File: src/rtl/mod_halve_seq.sv
// -----------------------------------------------------------------------------
// mod_halve_seq
//
// Sequential modular halving unit for the field arithmetic layer.
// Computes out = in_a * 2^-k mod CHAR by k exact halvings in GF(p), one
// halving per clock. CHAR (p) is odd. An even residue is halved by a plain
// right shift. An odd residue first has p added, which makes it even, and is
// then shifted.
//
// Operand width and modulus come from the shared field parameters
// (`WORD_SIZE, `CHAR, normally from include/parameter.vh). Fallback values
// below keep this file self-contained when those macros are not predefined.
//
// Optional feature macro:
//   MODHALF_INRED_EN - LOAD performs one conditional subtraction of p, so
//                      any in_a < 2p yields a fully reduced result.
//                      Undefined: no subtractor; in_a must be < p.
//
// Ports:
//   clk    in   1          clock, rising edge
//   rst_n  in   1          asynchronous active-low reset
//   start  in   1          request, honoured only while busy = 0
//   in_a   in   WORD_SIZE  operand, captured with an accepted start
//   in_k   in   SHIFT_W    halving count, captured with an accepted start
//   busy   out  1          high in LOAD and RUN
//   done   out  1          one-cycle pulse in FIN, when out becomes valid
//   out    out  WORD_SIZE  result, held until the next result is produced
// -----------------------------------------------------------------------------

`ifndef WORD_SIZE
`define WORD_SIZE 16
`endif
`ifndef CHAR
`define CHAR 65521
`endif

module mod_halve_seq #(
  parameter int SHIFT_W = 6
) (
  input  logic                  clk,
  input  logic                  rst_n,
  input  logic                  start,
  input  logic [`WORD_SIZE-1:0] in_a,
  input  logic [SHIFT_W-1:0]    in_k,
  output logic                  busy,
  output logic                  done,
  output logic [`WORD_SIZE-1:0] out
);

  localparam int W = `WORD_SIZE;
  // The modulus is held one bit wider so that r + p never overflows.
  localparam logic [W:0] P_EXT = (W+1)'(`CHAR);

  typedef enum logic [1:0] {
    S_IDLE = 2'd0,
    S_LOAD = 2'd1,
    S_RUN  = 2'd2,
    S_FIN  = 2'd3
  } state_e;

  state_e             state_q, state_d;
  logic [W:0]         r_q, r_d;
  logic [SHIFT_W-1:0] cnt_q, cnt_d;
  logic [W-1:0]       out_q, out_d;
  logic               busy_q, busy_d;
  logic               done_q, done_d;
  logic               accept_s;

  // One exact halving step. With r < p the odd-case sum is below 2p, which
  // fits in W+1 bits. The result is again below p, so bit W is clear after
  // the shift.
  function automatic logic [W:0] half_step(input logic [W:0] r);
    logic [W:0] sum;
    if (r[0]) begin
      sum = r + P_EXT;
    end else begin
      sum = r;
    end
    return {1'b0, sum[W:1]};
  endfunction

`ifdef MODHALF_INRED_EN
  // Single conditional subtraction, which brings any value below 2p into [0, p).
  function automatic logic [W:0] cond_sub(input logic [W:0] r);
    if (r >= P_EXT) begin
      return r - P_EXT;
    end else begin
      return r;
    end
  endfunction
`endif

  // A start request is accepted only when the unit is not busy.
  assign accept_s = start && ((state_q == S_IDLE) || (state_q == S_FIN));

  // Next-state, datapath and registered-output computation.
  always_comb begin
    state_d = state_q;
    r_d     = r_q;
    cnt_d   = cnt_q;
    out_d   = out_q;
    busy_d  = 1'b0;
    done_d  = 1'b0;

    case (state_q)
      S_IDLE: begin
        if (accept_s) begin
          state_d = S_LOAD;
          r_d     = {1'b0, in_a};
          cnt_d   = in_k;
        end else begin
          state_d = S_IDLE;
        end
      end

      S_LOAD: begin
`ifdef MODHALF_INRED_EN
        r_d = cond_sub(r_q);
`else
        r_d = r_q;
`endif
        if (cnt_q != {SHIFT_W{1'b0}}) begin
          state_d = S_RUN;
        end else begin
          state_d = S_FIN;
        end
      end

      S_RUN: begin
        r_d   = half_step(r_q);
        cnt_d = cnt_q - SHIFT_W'(1);
        // The last iteration is the one that takes the count from 1 to 0.
        if (cnt_q == SHIFT_W'(1)) begin
          state_d = S_FIN;
        end else begin
          state_d = S_RUN;
        end
      end

      S_FIN: begin
        // Accepting here gives back-to-back operation without an idle cycle.
        if (accept_s) begin
          state_d = S_LOAD;
          r_d     = {1'b0, in_a};
          cnt_d   = in_k;
        end else begin
          state_d = S_IDLE;
        end
      end

      default: begin
        state_d = S_IDLE;
      end
    endcase

    // FIN never follows itself, so this branch is taken only on entry to FIN.
    if (state_d == S_FIN) begin
      out_d  = r_d[W-1:0];
      done_d = 1'b1;
    end else begin
      out_d  = out_q;
      done_d = 1'b0;
    end

    if ((state_d == S_LOAD) || (state_d == S_RUN)) begin
      busy_d = 1'b1;
    end else begin
      busy_d = 1'b0;
    end
  end

  // State, datapath and output registers. Reset discards any operation in flight.
  always_ff @(posedge clk or negedge rst_n) begin
    if (!rst_n) begin
      state_q <= S_IDLE;
      r_q     <= {(W+1){1'b0}};
      cnt_q   <= {SHIFT_W{1'b0}};
      out_q   <= {W{1'b0}};
      busy_q  <= 1'b0;
      done_q  <= 1'b0;
    end else begin
      state_q <= state_d;
      r_q     <= r_d;
      cnt_q   <= cnt_d;
      out_q   <= out_d;
      busy_q  <= busy_d;
      done_q  <= done_d;
    end
  end

  assign busy = busy_q;
  assign done = done_q;
  assign out  = out_q;

endmodule
File: config.mk
export PLATFORM = sky130hd
export DESIGN_NAME = mod_halve_seq
export DESIGN_NICKNAME = d
export VERILOG_FILES = /design/src/rtl/mod_halve_seq.sv
export SDC_FILE = /design/constraint.sdc
export NUM_CORES = 1
export LEC_CHECK = 0
export ABC_AREA = 1
export BUFFER_PORTS_ARGS = -buffer_cell sky130_fd_sc_hd__buf_2
export CORE_MARGIN = 3
export CORE_UTILIZATION = 50
export CTS_CLUSTER_SIZE = 40
export DETAILED_ROUTE_END_ITERATION = 7
export PLACE_DENSITY = 0.79
export SLEW_MARGIN = 20
export SYNTH_ARGS = -nofsm -noshare
export SYNTH_HDL_FRONTEND = slang
export SYNTH_SLANG_ARGS = --single-unit
export TNS_END_PERCENT = 50
File: constraint.sdc
create_clock -name clk -period 2.02 [get_ports clk]
set_clock_uncertainty 0.05 [all_clocks]
set_input_delay 0.404 -clock clk [delete_from_list [all_inputs] [get_ports clk]]
set_output_delay 0.404 -clock clk [all_outputs]
set_load 0.01 [all_outputs]
# --- After elaboration in Yosys (flattened, before gate mapping) ---
# Cells that the tools add are included.
word_totals:
  output_inout_bits: 18
  inputBits: 25
  register_bits: 43
  elab_cells: 38
op_classes:
  bitwise_logic: 1
  eq_ne: 8
  reduce_logical: 9
  addsub: 2
  muxes: 11
op_table:
  columns: ["op", "n"]
  rows:
  - ["$pmux W17 S3", 1]
  - ["$mux W17", 2]
  - ["$add A17 B16 Y17 const B", 1]
  - ["$pmux W6 S2", 1]
  - ["$eq A2 B2 Y1 const B", 4]
  - ["$eq A6 B1 Y1 const B", 1]
  - ["$mux W6", 1]
  - ["$pmux W2 S3", 1]
  - ["$reduce_bool A6 Y1", 1]
  - ["$sub A6 B1 Y6 const B", 1]
  - ["$mux W1", 5]
  - ["$eq A2 B1 Y1 const B", 2]
  - ["$reduce_and A2 Y1", 2]
  - ["$logic_not A2 Y1", 1]
  - ["$logic_or A1 B1 Y1", 2]
  - ["$ne A2 B1 Y1 const B", 1]
  - ["$reduce_bool A2 Y1", 1]
  - ["$reduce_or A2 Y1", 1]
  - ["$logic_and A1 B1 Y1", 1]
  - ["$not A1 Y1", 1]

# --- Longest topological paths before layout ---
# Gate-level depths: netlist of the first run.
depth:
  word_depth: 8
  ltp_mapped: 13
  depth_no_buf: 12

# --- Least setup slack after synthesis of the first run ---
# No wires, ideal clock.
synth_timing:
  path_type: "reg2reg"
  from: "reg state_q[0]"
  to: "reg out_q[10], in the netlist out[10]"
  setup_time_ns: 0.066
  stages_incl_launch_ff: 13
  t_arrival_ns: 2.017
  n_path_buf: 2
  t_required_ns: 1.904
  setup_slack_ns: -0.112
  cell_sequence: "dfrtp_1 -> inv_1 -> ha_1 -> nand2_1 -> inv_1 -> buf_6 -> o31ai_1 -> inv_1 -> ha_1 -> clkinv_1 -> clkbuf_1 -> nand2_1 -> nand2_1"
synth_via:
  elab_chain_cells: 6
synth_lines:
  columns: ["item", "line_no", "source"]
  rows:
  - ["from (decl)", "61", "state_e state_q, state_d;"]
  - ["from (signal assigned)", "182", "state_q <= state_d;"]
  - ["$eq A2 B2 Y1 / $logic_not A2 Y1 (equally long branches)", "94, 105", null]
  - ["$logic_or A1 B1 Y1", "94", "assign accept_s = start && ((state_q == S_IDLE) || (state_q == S_FIN));"]
  - ["$logic_and A1 B1 Y1", "94", null]
  - ["$mux W1", "107, 142", null]
  - ["$pmux W2 S3 (*)", "105", "case (state_q)"]
  - ["via state_d[0]", "61", null]
  - ["$eq A2 B2 Y1 (*)", "157", "if (state_d == S_FIN) begin"]
  - ["to (signal assigned)", "178", "out_q <= {W{1'b0}};"]
  - ["to (signal assigned)", "185", "out_q <= out_d;"]
  - ["to (decl)", "64", "logic [W-1:0] out_q, out_d;"]
# Mark *: on every way through the listed nets, which the timed path passes. The rest lies on a longest branch. The select of a mux whose other input is x is not followed.
# A chain may end at the register's enable or synchronous reset.

# --- Final worst setup path of the first run ---
layout_timing:
  from: "reg state_q[0]"
  to: "reg out_q[9], in the netlist out[9]"
layout_via:
  elab_chain_cells: 6
layout_lines:
  columns: ["item", "line_no"]
  rows:
  - ["$eq A2 B2 Y1 / $logic_not A2 Y1 (equally long branches)", "94, 105"]
  - ["$logic_or A1 B1 Y1", "94"]
  - ["$logic_and A1 B1 Y1", "94"]
  - ["$mux W1", "107, 142"]
  - ["$pmux W2 S3", "105"]
  - ["$eq A2 B2 Y1", "157"]
# Parallel ways exist; a longest one is shown, timed or not. The select of a mux whose other input is x is not followed.

==> impl_metrics.env, run 1 <==
export IMPL_status="finished clean"
export IMPL_cp_max_fo=12
export IMPL_ys_top_cells_by_area="dfrtp_1 (43%), nand2_1 (14%), nand3_1 (6.3%), inv_1 (5.0%), o21ai_0 (4.9%)"
export IMPL_ir_drop_mv=1.09
export IMPL_r2r_slack_ps=100
export IMPL_endpoint_kind="register"
export IMPL_worst_pin_slew_ps=471
export IMPL_numClockSinks=42
export IMPL_core_sq_mm=0.00453
export IMPL_vias=2296
export IMPL_via_per_inst=5.33
export IMPL_grt_ovfl_total=0
export IMPL_wl_per_cell_um=13.4
export IMPL_antenna_cells=0
export IMPL_hold_buffers=0
export IMPL_hpwl_um=4160
export IMPL_yosysTopAreaCell="dfrtp_1"
export IMPL_antenna_found_initial=0
export IMPL_fp_dieH_um=76.1
export IMPL_ios=43
export IMPL_finalSetupViolations=0
export IMPL_clockBufferDepth=2
export IMPL_critPathArrivalTime_ps=2060
export IMPL_start_util_pct=54.1
export IMPL_grt_pass1_wl_um=10000
export IMPL_drc=0
export IMPL_fillers=395
export IMPL_ys_seq_area_share_pct=42.8
export IMPL_fin_crit_ps=1920
export IMPL_rows=24
export IMPL_p_leak_nw=1.52
export IMPL_clock_latency_ps=290
export IMPL_synthFlopType="dfrtp_1"
export IMPL_syn_area_per_cell_sq_um=7.86
export IMPL_dr_pass1_iters=4
export IMPL_area_delta_synth_final_pct=20.2
export IMPL_period_share_pct=94.8
export IMPL_whs_ps=1.47
export IMPL_final_area_sq_mm=0.00295
export IMPL_numCtsBuffers=5
export IMPL_crit_type="register to register"
export IMPL_hold_violations=0
export IMPL_design_die_area_sq_mm=0.00578
export IMPL_fp_dieW_um=76.1
export IMPL_synth_nets=343
export IMPL_io_buffer_count=42
export IMPL_drive_above_1_share_pct=23.2
export IMPL_async_flop_share_pct=100
export IMPL_synth_edff_count=0
export IMPL_layout_nets=396
export IMPL_yosys_top_cells_count="nand2_1 (94), dfrtp_1 (42), inv_1 (33)"
export IMPL_cts_root_buffer="clkbuf_8"
export IMPL_min_path_type="primary input to async pin"
export IMPL_htreeDepth=2
export IMPL_ff2ff_path_depth=10
export IMPL_cts_tree="done"
export IMPL_r2r_end="out[9]"
export IMPL_yosys_cell_types_count=37
export IMPL_grt_pass1_vias=2241
export IMPL_drv_cap=0
export IMPL_multi_input_area_sq_mm=0.00122
export IMPL_relSlewSlack_pct=68.6
export IMPL_fmax_mhz=522
export IMPL_synth_area_sq_mm=0.00245
export IMPL_critical_path_required_ps=2160
export IMPL_synth_seq_cells=42
export IMPL_clk_pin_slew_worst_paths_ps=80
export IMPL_rr_startpoint="state_q[0]"
export IMPL_synthCells=312
export IMPL_yosysTopAreaCellShare_pct=42.8
export IMPL_critPathLaunchType="register"
export IMPL_gr_usage_all_layers_pct=21.0
export IMPL_drt_iter0_markers=160
export IMPL_powerDensity_mw_per_mm2=1830
export IMPL_seq_area_sq_mm=0.00105
export IMPL_synth_most_common_cell="nand2_1"
export IMPL_ys_warn_count=0
export IMPL_placed_cell_area_sq_mm=0.00277
export IMPL_drtAntennaViolNets=0
export IMPL_routabilityCongestion=0.884
export IMPL_report_final_slew_viol_count=0
export IMPL_routed_wirelength_um=5760
export IMPL_grt_max_degree=24
## how the worst max path moves through the flow
stage	start	endpoint	slack, ps	cells past startpoint
after global routing	cnt_q[0]	out[8]	-20	13
final	state_q[0]	out[9]	100	10
after global placement	state_q[0]	out[10]	120	10
after detailed placement	cnt_q[0]	out[5]	20	12
after CTS	cnt_q[0]	out[5]	30	12
after floorplan	state_q[1]	out[10]	2	10
## layer usage
layer  vias to the layer above  part of all wire [%]  global-route usage (%)
met5                         -                     0                       0
met4                         0                  0.99                    6.34
met1                      1085                    45                    27.4
met2                        52                    49                    34.8
met3                         8                   4.9                    4.85
li1                       1151                     -                       -
## cell families after synthesis
logic type | after synthesis | synth area share (%)
xor gates and xnor gates | 1 | 0.357
DFF | 42 | 42.8
adders and majority gates | 6 | 3.06
buffers and inverters | 48 | 8.82
AOI/OAI and AO/OA | 64 | 17.1
and+or+nand+nor | 151 | 27.8
## per-stage QoR
| stage | instances | power [mW] | util [%] | TNS [ps] | setup slack, ps |
|---|---|---|---|---|---|
| floorplan | 312 | 3.74 | - | 0 | 1.53 |
| global placement | 419 | 4.45 | 61.1 | 0 | 116 |
| detailed placement | 419 | 4.55 | 61.1 | 0 | 23.5 |
| CTS | 427 | 5.14 | 63.1 | 0 | 27.6 |
| global route | 431 | 5.95 | 65.1 | -15.2 | -15.2 |
| finish | 431 | 5.40 | 65.1 | 0 | 104 |
## state kept, by name (all words and copies together) (netlist names)
signal and flops:
busy 1, out 16, done 1, cnt_q 6
state_q 2, r_q 16
## cell usage in the layout, fill, tap and decap left out, types with 6 or more instances in the layout
cell type,count
buf_4,11
a221oi_1,6
nand2_1,94
o21ai_0,22
inv_1,31
nor2_1,8
clkbuf_8,6
buf_2,42
nand3_1,31
dfrtp_1,42
## layout make-up
class,instances,area share [%]
repair buffers,58,12.0
flip-flops and latches,42,35.6
multi-input cells,222,41.5
clock inverters,1,0.170
inverters,36,5.00
well taps,65,2.76
clock buffers,7,2.93
## timing repair
action / in CTS / in global routing
endpoints found under the setup margin: 8 / 16
buffers inserted: 0 / 4
pin swaps: 0 / 4
cloned: 0 / 0
resized for setup: 2 / 16
## where the power goes
group,switching (mW),internal [mW],leakage [nW]
Clock,0.290,0.276,0.0482
Combinational,1.97,1.29,0.946
Sequential,0.303,1.27,0.523
## worst max-delay path, cell delays in order (launching register included)
cell      delay, ps
dfrtp_1         370
inv_1            50
ha_1            320
buf_6           170
clkinv_8         90
nor2_8           60
clkbuf_4        180
a221oi_1        320
nand2_1         100
nand3_1          70
nand2_1          50
No activity file was read; power rests on OpenSTA's default activity.
==> run 2: changes to the inputs <==
- PLACE_DENSITY: 0.79 -> 0.74
==> run 2 against run 1 <==
Final cell count shrank 0.23%. Count of clock-buffer cells in the layout down 2. Critical path depth did not move. Register-to-register slack gained 20 ps. Critical path type unchanged. Via count barely moved. Sequential power is essentially flat.
==> impl_metrics.env, run 2 (same netlist as run 1, synthesis figures left out) <==
export IMPL_status="finished clean"
export IMPL_worst_path_buf_inv=4
export IMPL_drc=0
export IMPL_io_buffer_count=42
export IMPL_clockBufferDepth=2
export IMPL_gr_usage_all_layers_pct=21.5
export IMPL_drtAntennaViolNets=0
export IMPL_hold_violations=0
export IMPL_max_stage_delay_ps=380
export IMPL_antenna_found_initial=0
export IMPL_wl_per_cell_um=13.9
export IMPL_mostFrequentLayoutCell="nand2_1"
export IMPL_fp_dieH_um=76.1
export IMPL_cp_num_cells=10
export IMPL_core_sq_mm=0.00453
export IMPL_finalWorstSetupSlack_ps=127
export IMPL_fmax_mhz=528
export IMPL_cp_max_fo=15
export IMPL_crit_type="register to register"
export IMPL_cts_root_buffer="clkbuf_8"
export IMPL_ff2ff_path_depth=10
export IMPL_via_per_inst=5.34
export IMPL_critical_path_required_ps=2150
export IMPL_numCtsBuffers=5
export IMPL_routed_wirelength_um=5970
export IMPL_dr_pass1_iters=4
export IMPL_powerDensity_mw_per_mm2=1820
export IMPL_hpwl_um=4180
export IMPL_fp_dieW_um=76.1
export IMPL_drv_cap=0
export IMPL_worst_pin_slew_ps=350
export IMPL_rows=24
export IMPL_period_share_pct=93.7
export IMPL_dp_slack_ps=84.6
export IMPL_fillers=403
export IMPL_start_util_pct=54.1
export IMPL_layout_nets=395
export IMPL_tns_ps=0
export IMPL_cts_tree="done"
export IMPL_p_leak_nw=1.50
export IMPL_dpl_cell_count=419
export IMPL_endpoint_kind="register"
export IMPL_htreeDepth=2
export IMPL_clk_pin_slew_worst_paths_ps=80
export IMPL_worst_path_max_delay_cell="dfrtp_1"
export IMPL_grt_ovfl_total=0
export IMPL_area_delta_synth_final_pct=18.6
export IMPL_min_path_type="primary input to register"
export IMPL_vias=2297
export IMPL_grt_pass1_vias=2222
export IMPL_final_cell_mix="nand2_1 (94), dfrtp_1 (42), buf_2 (42)"
export IMPL_ir_drop_mv=0.994
export IMPL_report_final_slew_viol_count=0
export IMPL_ios=43
export IMPL_crit_family="adder cells"
export IMPL_finalSetupViolations=0
export IMPL_numClockSinks=42
export IMPL_design_die_area_sq_mm=0.00578
export IMPL_hold_depth=3
export IMPL_final_core_util_pct=64.2
export IMPL_antenna_cells=0
export IMPL_grt_pass1_wl_um=10300
export IMPL_grt_max_degree=23
export IMPL_drive_above_1_share_pct=22.5
export IMPL_crit_top_cell="inv_1"
export IMPL_critPathLaunchType="register"
export IMPL_path_cells="inv_1, ha_1, nand2_1, inv_1, o31ai_1, inv_1, ha_2, buf_6, o211ai_1, nand2_1"
export IMPL_critPathArrivalTime_ps=2030
export IMPL_fin_crit_ps=1890
export IMPL_fin_cells=430
export IMPL_relSlewSlack_pct=76.6
export IMPL_routabilityCongestion=0.854
export IMPL_clock_latency_ps=300
export IMPL_drt_iter0_markers=141
export IMPL_total_power_mw=5.31
export IMPL_rsz0062_at_grt="no"
-- run 2: final timing paths --
path	end	startpoint	slack [ps]
setup reg to reg	out[10]	state_q[0]	130
setup / recovery	out[10]	state_q[0]	130
min in group asynchronous	out[13]	rst_n	470
hold / removal	cnt_q[5]	in_k[5]	310
hold reg to reg	out[14]	out[14]	430
max in group asynchronous	out[8]	rst_n	940
-- run 2: where the power goes --
group          switching (mW)  internal, mW
Combinational            1.93          1.15
Clock                   0.305         0.364
Sequential              0.295          1.27
-- run 2: worst min-delay path, cell delays in order --
cell	delay, ps
buf_2	70
o211ai_1	70
o21ai_0	70
-- run 2: per-layer routing --
layer,vias up,routed length (um),share of wire (%),GRT usage (%)
met1,1078,2720,46,30.1
met4,0,51,0.85,6.52
li1,1149,-,-,-
met3,5,350,5.9,4.14
met5,-,0,0,0
met2,65,2850,48,34.0
-- run 2: layout make-up --
class	count	area, sq um	share of cell area (%)
clock inverter	3	40.0	1.38
timing repair buffer	56	325	11.2
multi-input combinational	223	1210	41.4
inverter	36	138	4.73
sequential	42	1050	36.1
clock buffer	5	68.8	2.36
tap	65	81.3	2.79
-- run 2: timing repair --
item	in CTS	in global routing
hold buffers	1	0
buffers inserted	0	1
endpoints found under the hold margin	12	0
resized for setup	0	8
endpoints found under the setup margin	0	16
-- run 2: metrics by stage --
stage	instance area, sq um	hold WS [ps]
6_report	2910	306
5_1_grt	2910	320
4_1_cts	2880	296
3_5_place_dp	2760	266
3_3_place_gp	2760	263
2_1_floorplan	2460	58.4
